[config.mk]
export PLATFORM = sky130hd
export DESIGN_NAME = seq_pattern_detector_flat
export DESIGN_NICKNAME = d
export VERILOG_FILES = /design/src/rtl/seq_pattern_detector_if.sv /design/src/rtl/seq_pattern_detector.sv /design/src/flat_wrapper.sv
export SDC_FILE = /design/constraint.sdc
export NUM_CORES = 1
export LEC_CHECK = 0
export CAP_MARGIN = 20
export CORE_ASPECT_RATIO = 0.9
export CORE_MARGIN = 3
export CORE_UTILIZATION = 30
export DETAILED_ROUTE_END_ITERATION = 8
export SLEW_MARGIN = 40
export SYNTH_ARGS = -nofsm -noshare
export SYNTH_HDL_FRONTEND = slang
export SYNTH_SLANG_ARGS = --single-unit
[constraint.sdc]
create_clock -name clk -period 1.5 [get_ports clk]
set_clock_uncertainty 0.05 [all_clocks]
set_input_delay 0.3 -clock clk [delete_from_list [all_inputs] [get_ports clk]]
set_output_delay 0.3 -clock clk [all_outputs]
set_load 0.005 [all_outputs]
[src/rtl/seq_pattern_detector_if.sv]
// Bus bundle for seq_pattern_detector: sample/load controls in, match status out.
// The master drives the controls; the slave (the detector) drives the status.
interface seq_pattern_detector_if #(
  parameter int unsigned LEN   = 4,
  parameter int unsigned CNT_W = 8
);
  localparam int unsigned ML_W = $clog2(LEN + 1);

  logic             en;
  logic             seq;
  logic             pat_load;
  logic [LEN-1:0]   pattern;
  logic             overlap;
  logic             detected;
  logic [ML_W-1:0]  match_len;
  logic [CNT_W-1:0] det_count;
  logic             count_sat;

  modport master (
    output en, seq, pat_load, pattern, overlap,
    input  detected, match_len, det_count, count_sat
  );

  modport slave (
    input  en, seq, pat_load, pattern, overlap,
    output detected, match_len, det_count, count_sat
  );
endinterface

[src/rtl/seq_pattern_detector.sv]
// Serial pattern detector with a run-time loadable LEN-bit pattern.
// match_len is the state of the equivalent prefix-matching FSM (LEN+1 states), recomputed
// each accepted sample from the sample history. Optional saturating detection counter is
// built only when SEQ_DET_COUNT_EN is defined; otherwise det_count/count_sat read as 0.
module seq_pattern_detector #(
  parameter int unsigned LEN   = 4,
  parameter int unsigned CNT_W = 8
) (
  input logic                   clk,
  input logic                   rst,
  seq_pattern_detector_if.slave bus
);
  localparam int unsigned ML_W = $clog2(LEN + 1);
  localparam logic [ML_W-1:0] len_ml = ML_W'(LEN);

  logic [LEN-1:0]  pat_r;
  logic [LEN-1:0]  hist;
  logic [LEN-1:0]  hist_nxt;
  logic [ML_W-1:0] fill;
  logic [ML_W-1:0] fill_nxt;
  logic [ML_W-1:0] match_len;
  logic [ML_W-1:0] ml_nxt;
  logic            drop;
  logic            hit;
  logic            sample;
  logic            det_event;

  // Next history/fill for an accepted sample, and the longest matched pattern prefix.
  always_comb begin
    drop     = ~bus.overlap && (match_len == len_ml);
    hist_nxt = {hist[LEN-2:0], bus.seq};
    fill_nxt = (fill == len_ml) ? len_ml : fill + 1'b1;
    // Non-overlapping: a sample taken while detected starts a fresh history.
    if (drop) begin
      hist_nxt = {{(LEN-1){1'b0}}, bus.seq};
      fill_nxt = ML_W'(1);
    end
    ml_nxt = '0;
    hit    = 1'b0;
    // Ascending k so the largest matching prefix length wins.
    for (int k = 1; k <= LEN; k++) begin
      hit = (ML_W'(k) <= fill_nxt);
      for (int j = 0; j < k; j++) begin
        if (hist_nxt[j] != pat_r[LEN-k+j]) hit = 1'b0;
      end
      if (hit) ml_nxt = ML_W'(k);
    end
  end

  assign sample    = bus.en && !bus.pat_load;
  assign det_event = sample && (ml_nxt == len_ml);

  // Pattern, history and match state; rst beats pat_load beats en.
  always_ff @(posedge clk) begin
    if (rst) begin
      pat_r     <= '0;
      hist      <= '0;
      fill      <= '0;
      match_len <= '0;
    end else if (bus.pat_load) begin
      pat_r     <= bus.pattern;
      hist      <= '0;
      fill      <= '0;
      match_len <= '0;
    end else if (bus.en) begin
      hist      <= hist_nxt;
      fill      <= fill_nxt;
      match_len <= ml_nxt;
    end
  end

  assign bus.match_len = match_len;
  // Decode of a register only, so no path from seq.
  assign bus.detected  = (match_len == len_ml);

`ifdef SEQ_DET_COUNT_EN
  logic [CNT_W-1:0] det_count;
  logic [CNT_W-1:0] cnt_inc;
  logic             count_sat;

  assign cnt_inc = det_count + 1'b1;

  // Saturating detection counter; survives pattern loads, cleared only by rst.
  always_ff @(posedge clk) begin
    if (rst) begin
      det_count <= '0;
      count_sat <= 1'b0;
    end else if (det_event && (det_count != '1)) begin
      det_count <= cnt_inc;
      if (cnt_inc == '1) count_sat <= 1'b1;
    end
  end

  assign bus.det_count = det_count;
  assign bus.count_sat = count_sat;
`else
  logic unused_det_event;
  assign unused_det_event = det_event;
  assign bus.det_count    = {CNT_W{1'b0}};
  assign bus.count_sat    = 1'b0;
`endif
endmodule

[src/flat_wrapper.sv]
// flat-port wrapper written by rule: the top's interface ports become plain ports
module seq_pattern_detector_flat 
#(
  parameter int unsigned LEN   = 4,
  parameter int unsigned CNT_W = 8
)
  (clk, rst, bus_en, bus_seq, bus_pat_load, bus_pattern, bus_overlap, bus_detected, bus_match_len, bus_det_count, bus_count_sat);
  seq_pattern_detector_if #(.LEN(LEN), .CNT_W(CNT_W)) bus_i ();
  input logic clk;
  input logic rst;
  input wire logic [$bits(bus_i.en)-1:0] bus_en;
  input wire logic [$bits(bus_i.seq)-1:0] bus_seq;
  input wire logic [$bits(bus_i.pat_load)-1:0] bus_pat_load;
  input wire logic [$bits(bus_i.pattern)-1:0] bus_pattern;
  input wire logic [$bits(bus_i.overlap)-1:0] bus_overlap;
  output wire logic [$bits(bus_i.detected)-1:0] bus_detected;
  output wire logic [$bits(bus_i.match_len)-1:0] bus_match_len;
  output wire logic [$bits(bus_i.det_count)-1:0] bus_det_count;
  output wire logic [$bits(bus_i.count_sat)-1:0] bus_count_sat;
  assign bus_i.en = bus_en;
  assign bus_i.seq = bus_seq;
  assign bus_i.pat_load = bus_pat_load;
  assign bus_i.pattern = bus_pattern;
  assign bus_i.overlap = bus_overlap;
  assign bus_detected = bus_i.detected;
  assign bus_match_len = bus_i.match_len;
  assign bus_det_count = bus_i.det_count;
  assign bus_count_sat = bus_i.count_sat;
  seq_pattern_detector #(.LEN(LEN), .CNT_W(CNT_W)) u_core (.clk(clk), .rst(rst), .bus(bus_i));
endmodule
Word-level counts from Yosys, hierarchy flattened
Cells that the tools add are included.

Memories kept: 0. Word-level logic and storage cells: 41. Memory bits (read-only): 0. Bits of input ports: 10. Bits in registers: 13. Latch bits: 0. Memory bits (writable): 0.

$add $sub $neg: 1. $mul: 0. Equality and inequality tests: 12. Magnitude comparators: 4. Bitwise operators: 1. Divide/modulo/power cells: 0. Muxes and demuxes: 17. Reductions and logical operators: 2. Shifts and indexed selects: 0.

Operators with widths (number): $mux W1 (11); $ne A1 B1 Y1 (10); $mux W3 (3); $eq A3 B3 Y1 const B (2); $le A2 B3 Y1 const A (2); $mux W2 (2); $mux W4 (1); $add A3 B1 Y3 const B (1); $le A1 B3 Y1 const A (1); $le A3 B3 Y1 const A (1); $reduce_or A2 Y1 (1); $logic_and A1 B1 Y1 (1); $not A1 Y1 (1).

Longest topological paths before layout
Gate-level depths: netlist of the first run.

Word-level depth: 9. Depth in mapped cells: 7. Gate-level depth less buffers: 7.

Least setup slack after synthesis of the first run
Ideal clock, no wire load.

Path type: reg-to-reg. Start point: register u_core.fill[0]. End point: register u_core.match_len[0], in the netlist u_core.bus.match_len[0]. Library setup time: 0.122 ns. Arrival: 1.339 ns. Data required time: 1.328 ns. Clock period less this slack: 1.511 ns. Path slack: -0.011 ns. Cell stages (with the launch flop): 8. Buffers on the path: 0. Cells stage by stage: dfxtp_1 inv_1 ha_1 nand3b_1 o21ai_2 a221o_1 a211oi_1 a221o_1.

Word-level cells in the longest chain between the ends: 9. Elaborated cells between the ends (all ways): 22. Classes of those cells: add/sub (1); order compare (4); eq/ne (1); mux (16).

RTL lines: start, declared (line seq_pattern_detector.sv:19) `logic [ML_W-1:0] fill;`; start signal, assigned (line seq_pattern_detector.sv:67) `fill <= fill_nxt;`; $add A3 B1 Y3 / $eq A3 B3 Y1 (equally long branches) (line seq_pattern_detector.sv:32) `fill_nxt = (fill == len_ml) ? len_ml : fill + 1'b1;`; $mux W3 * (line seq_pattern_detector.sv:32); $mux W3 * (line seq_pattern_detector.sv:34) `if (drop) begin`; $le A1 B3 Y1, or another cell as far along (line seq_pattern_detector.sv:42) `hit = (ML_W'(k) <= fill_nxt);`; $mux W1 (line seq_pattern_detector.sv:44) `if (hist_nxt[j] != pat_r[LEN-k+j]) hit = 1'b0;`; $mux W1 (on tied branches) (line seq_pattern_detector.sv:46, seq_pattern_detector.sv:44); $mux W2 / $mux W1 (equally long branches) (2 in a row) (line seq_pattern_detector.sv:46, seq_pattern_detector.sv:44); $mux W3 * (line seq_pattern_detector.sv:46) `if (hit) ml_nxt = ML_W'(k);`; end signal, assigned (line seq_pattern_detector.sv:68) `match_len <= ml_nxt;`; end, declared (line seq_pattern_detector.sv:21) `logic [ML_W-1:0] match_len;`.

Mark *: on every way between the ends. The rest lies on a longest branch, timed or not. A chain may end at the register's enable or synchronous reset.

Worst setup path in the final report of the first run
Ends and elaborated chain as after synthesis.

==> flow_summary.yaml, run 1 <==
sta:
  rsz0062_at_grt: "true"
  clock.fmax_ghz: 0.633
  finalCritPeriodShare: 1.05
  hold_viol_final: 0
  slew_viol_final: 0
  setup_tns_ns: -0.181
  hold_ws_ns: 0.441
  period_needed_ns: 1.58
  setup_violations: 3
  fin_ws_ns: -0.0801
clocking:
  cts_buffers: 3
  clkSlewWorstSetupHoldPaths_ns: 0.08
  clock_path_buffers: 2
  clkLatencyLatePin_ns: 0.28
  cts_tree: "yes"
  cts.sinks: 13
  clockRootBuffer: "clkbuf_4"
  htreeDepth: 1
logic_synthesis:
  ys_warn_count: 0
  synth_simple_gate_area_frac: 0.175
  async_flop_share: 0
  synthAdderAreaFrac: 0.0292
  syn_area_sq_um: 858
  syn_inst: 96
  synth_seq_cells: 13
  yosysSeqAreaShare: 0.303
  synth-compound-area-share: 0.143
  synth.mux.area_fraction: 0.0816
  avgSynthCellArea_sq_um: 8.94
  synth_xor_area_frac: 0.118
  synth_area_leader_cell: "dfxtp_1"
  synth_edf_count: 0
  synth_cell_types: 35
  synth_top_family_by_area: "simple AND/OR/NAND/NOR gates"
  synth_top_area_share: 0.303
  yosys-top-cells-area: "dfxtp_1, mux2i_1, buf_4"
  ys.flop_type: "dfxtp_1"
detailed_routing:
  drt_pass1_iterations: 4
  drc_errors: 0
  drt-wirelength-per-cell_um: 11.3
  viasPerCell: 4.36
  drt_iter0_markers: 19
  drt_wl_total_um: 1880
  num_vias: 723
  ant_nets: 0
placement:
  placedCellCount: 156
  gp_congestion: 0.729
  place_hpwl_um: 1410
  io_buffers: 13
  dpl_cell_area_sq_mm: 0.00107
floorplanning:
  start_util: 0.331
  fp.dieH_um: 56.7
  chipWidth_um: 62.4
  rows: 17
  io_pins: 23
  coreArea_sq_mm: 0.00259
  die_area_sq_mm: 0.00354
power_and_ir_drop:
  ir_drop_mv: 0.405
  leakage_nw: 0.519
  cellPowerDensity_mw_per_mm2: 632
  p_total_mw: 0.759
cells_and_area:
  area_delta_synth_final_pct: 39.9
  nFillCells: 280
  layoutNonFillerInstCount: 166
  final_cell_mix: "buf_4, nor2_1, conb_1, clkdlybuf4s50_1"
  nets: 141
  fin_area_sq_mm: 0.00120
  diodes: 0
  layout_commonest_cell: "buf_4"
  drive_gt1_frac: 0.336
grt:
  grt_overflow_total: 0
  antenna_found_initial: 0
  grt_usage: 0.104
  grt_pass1_wl_um: 2930
  grt_max_degree: 8
  grt_pass1_vias: 678
worst_setup_path:
  worst_setup_path_end_kind: "register"
  path_max_fanout: 6
  path_class: "reg2reg"
  crit_required_ns: 1.62
  worstPathArrival_ns: 1.70
  start_kind: "register"
run:
  drv_cap: 0
outcome:
  status: "finished, violations left"
  violations: "negative setup slack"
hold_path:
  hold_path_class: "reg2reg"
==> through the flow <==
step	setup slack [ns]	util
finish	-0.0801	0.463
global route	-0.140	0.463
CTS	-0.0892	0.450
detailed placement	-0.439	0.414
global placement	-0.381	0.414
floorplan	0.0138	-
==> cells by family after synthesis <==
family	Yosys count
AO/OA/AOI/OAI	17
XOR/XNOR	9
adder cells (fa/ha/maj)	2
buffers and inverters	18
flip-flops	13
multiplexers	7
other	1
AND/OR/NAND/NOR	29
==> repair_timing <==
item                                    in CTS  in global routing
pin swaps                                    3                  5
hold endpoints to repair                     0                  0
gates resized for setup                     15                  7
endpoints found under the setup margin       6                  5
hold buffers                                 0                  0
buffers inserted                             4                  2
==> power by group <==
| group | internal, mW | switching [mW] |
|---|---|---|
| Clock | 0.103 | 0.120 |
| Sequential | 0.357 | 0.0134 |
| Combinational | 0.0932 | 0.0718 |
==> per-layer routing <==
layer	share of wire	vias up	GRT usage
li1	-	377	-
met1	0.46	323	0.131
met2	0.47	21	0.172
met3	0.061	2	0.0380
met4	0.0053	0	0.0189
met5	0	-	0
==> flip-flops by register name, indices dropped and copies added, names as in the netlist <==
signal	count
u_core.bus.match_len	3
u_core.fill	3
u_core.pat_r	4
u_core.hist	3
==> cells in the mapped netlist, types with 2 or more instances <==
master    instances
xor2_1            3
o21ai_0           2
a21oi_1           5
mux2i_1           7
xnor2_1           3
inv_1             3
buf_6             3
nor2_1           12
ha_1              2
dfxtp_1          13
nand2b_1          4
nor3_1            2
buf_4             9
nand3_1           4
a221o_1           2
xnor2_2           3
==> worst paths after layout <==
path	startpoint	to	slack [ns]	cells after the start
min reg2reg	u_core.fill[1]$_SDFFE_PP0P_	u_core.fill[1]$_SDFFE_PP0P_	0.44	2
min	u_core.fill[1]$_SDFFE_PP0P_	u_core.fill[1]$_SDFFE_PP0P_	0.44	2
max	u_core.fill[0]$_SDFFE_PP0P_	u_core.bus.match_len[0]$_SDFFE_PP0P_	-0.08	7
max reg2reg	u_core.fill[0]$_SDFFE_PP0P_	u_core.bus.match_len[0]$_SDFFE_PP0P_	-0.08	7
==> layout make-up <==
class	count	area, sq um	share of cell area
multi-input cells	73	549	0.457
repair buffers	35	298	0.248
flip-flops and latches	13	269	0.224
well taps	38	47.5	0.0396
clock buffers	4	26.3	0.0219
inverters	3	11.3	0.00938
==> critical path: stages, from the launching register on <==
cell and delay (ns):
dfxtp_2 0.36, inv_2 0.06, ha_4 0.15, nand3b_1 0.19
o21ai_4 0.13, a221o_1 0.21, a211oi_2 0.06, a221o_1 0.25
No activity file was read; power rests on OpenSTA's default activity.
==> run 2: changes to the inputs <==
Settings changed: REMOVE_ABC_BUFFERS set to 1, SKIP_LAST_GASP set to 1.
==> run 2 against run 1 <==
Effect of this change:
- the run still ends with negative setup slack left
- total power is 0.42% higher
- non-clock buffer count fell by 2
- critical path depth fell by 1
- critical endpoint unchanged
- largest cell class unchanged
==> flow_summary.yaml, run 2 (synthesized netlist as in run 1, its figures left out) <==
outcome:
  status: "finished, violations left"
  violations: "negative setup slack"
detailed_routing:
  drt_pass1_iterations: 4
  num_vias: 740
  viasPerCell: 4.51
  drt-wirelength-per-cell_um: 11.7
  ant_nets: 0
  drt_wl_total_um: 1920
  drt_iter0_markers: 25
  drc_errors: 0
worst_setup_path:
  critical_path.top_delay_family: "compound AO/OA/AOI/OAI gates"
  reg2reg_slack_ns: -0.11
  cpPeakStageDelay_ns: 0.36
  crit_chain: "ha_2 -> nand3b_1 -> o21ai_4 -> a221o_1 -> a211oi_2 -> a221o_1"
  path_class: "reg2reg"
  worst_setup_path_end_kind: "register"
  cpMostUsedCell: "a221o_1"
  cp_slowest_cell: "a221o_1"
  path_max_fanout: 7
  path_buf_inv: 0
  worstPathArrival_ns: 1.80
  crit_required_ns: 1.68
  start_kind: "register"
cells_and_area:
  nFillCells: 272
  nets: 139
  largest_reg_flops: 4
  final_cell_mix: "buf_4, nor2_1, conb_1, clkdlybuf4s50_1, dfxtp_1"
  area_delta_synth_final_pct: 37.5
  drive_gt1_frac: 0.310
  regMostFlops: "u_core.pat_r"
  fin_area_sq_mm: 0.00118
  layout_commonest_cell: "buf_4"
  layoutNonFillerInstCount: 164
  diodes: 0
sta:
  rsz0062_at_grt: "true"
  fin_ws_ns: -0.114
  period_needed_ns: 1.61
  hold_viol_final: 0
  setup_violations: 2
  slew_viol_final: 0
  clock.fmax_ghz: 0.620
  finalCritPeriodShare: 1.08
grt:
  grt_pass1_wl_um: 3170
  antenna_found_initial: 0
  grt_usage: 0.113
  grt_max_degree: 11
  grt_overflow_total: 0
  grt_pass1_vias: 711
floorplanning:
  coreArea_sq_mm: 0.00259
  chipWidth_um: 62.4
  start_util: 0.331
  io_pins: 23
  die_area_sq_mm: 0.00354
  rows: 17
  fp.dieH_um: 56.7
power_and_ir_drop:
  p_comb_frac: 0.220
  power_switching_mw: 0.210
  power.internal_mw: 0.552
  cellPowerDensity_mw_per_mm2: 646
  seq_power_share: 0.482
  leakage_nw: 0.508
  ir_drop_mv: 0.281
  swShare: 0.276
  clkPwrFrac: 0.298
run:
  drv_cap: 0
placement:
  dpl_cell_area_sq_mm: 0.00109
  io_buffers: 13
  placedCellCount: 158
  gp_congestion: 0.783
  place_hpwl_um: 1520
clocking:
  cts_tree: "yes"
  hold_buffers: 0
  htreeDepth: 1
  cts.sinks: 13
  clockRootBuffer: "clkbuf_4"
  clkSlewWorstSetupHoldPaths_ns: 0.09
  clock_path_buffers: 2
  clkLatencyLatePin_ns: 0.29
  cts_buffers: 3
hold_path:
  hold_path_class: "reg2reg"
run 2: stage by stage:
stage / utilization / total power [mW] / worst slack, ns / hold WS [ns] / TNS [ns]
global placement: 0.419 / 0.529 / -0.366 / 0.428 / -0.921
global route: 0.455 / 0.807 / -0.180 / 0.484 / -0.292
finish: 0.455 / 0.762 / -0.114 / 0.439 / -0.127
floorplan: - / 0.449 / -0.0110 / 0.322 / -0.0110
detailed placement: 0.419 / 0.534 / -0.435 / 0.443 / -1.15
CTS: 0.453 / 0.775 / -0.0851 / 0.450 / -0.0893
run 2: power groups by stage:
stage,registers (mW),logic [mW],clock network [mW]
floorplan,0.377,0.0713,0
global placement,0.374,0.155,0
detailed placement,0.375,0.160,0
CTS,0.368,0.167,0.239
global route,0.369,0.183,0.255
finish,0.368,0.168,0.227
run 2: final cells by class:
| cell class | count | area (sq um) | area share |
|---|---|---|---|
| clock buffers | 4 | 26.3 | 0.0223 |
| inverters | 3 | 11.3 | 0.00954 |
| flip-flops and latches | 13 | 267 | 0.226 |
| repair buffers | 33 | 279 | 0.236 |
| well taps | 38 | 47.5 | 0.0403 |
| multi-input cells | 73 | 549 | 0.466 |
run 2: repair_timing:
action,4_1_cts,5_1_grt
endpoints found under the setup margin,6,5
gates resized for setup,20,2
setup buffers,2,0
pin swaps,3,4
run 2: worst paths after layout:
check	start	cells after the start	end
worst max-delay path	u_core.fill[0]$_SDFFE_PP0P_	6	u_core.bus.match_len[0]$_SDFFE_PP0P_
worst min-delay path	u_core.fill[1]$_SDFFE_PP0P_	2	u_core.fill[1]$_SDFFE_PP0P_
worst max register to register	u_core.fill[0]$_SDFFE_PP0P_	6	u_core.bus.match_len[0]$_SDFFE_PP0P_
worst min register to register	u_core.fill[1]$_SDFFE_PP0P_	2	u_core.fill[1]$_SDFFE_PP0P_
run 2: layer usage:
metal	GRT usage	part of all wire	wire, um
met4	0.0283	0.0068	13
met5	0	0	0
met2	0.190	0.49	933
met3	0.0480	0.065	125
met1	0.134	0.44	848
run 2: worst reg2reg max path: cells and delay by family, from the launching register on:
family,cells,cell delay (ns)
DFF,1,0.34
and+or+nand+nor,1,0.13
adders and majority gates,1,0.20
AOI/OAI and AO/OA,4,0.83
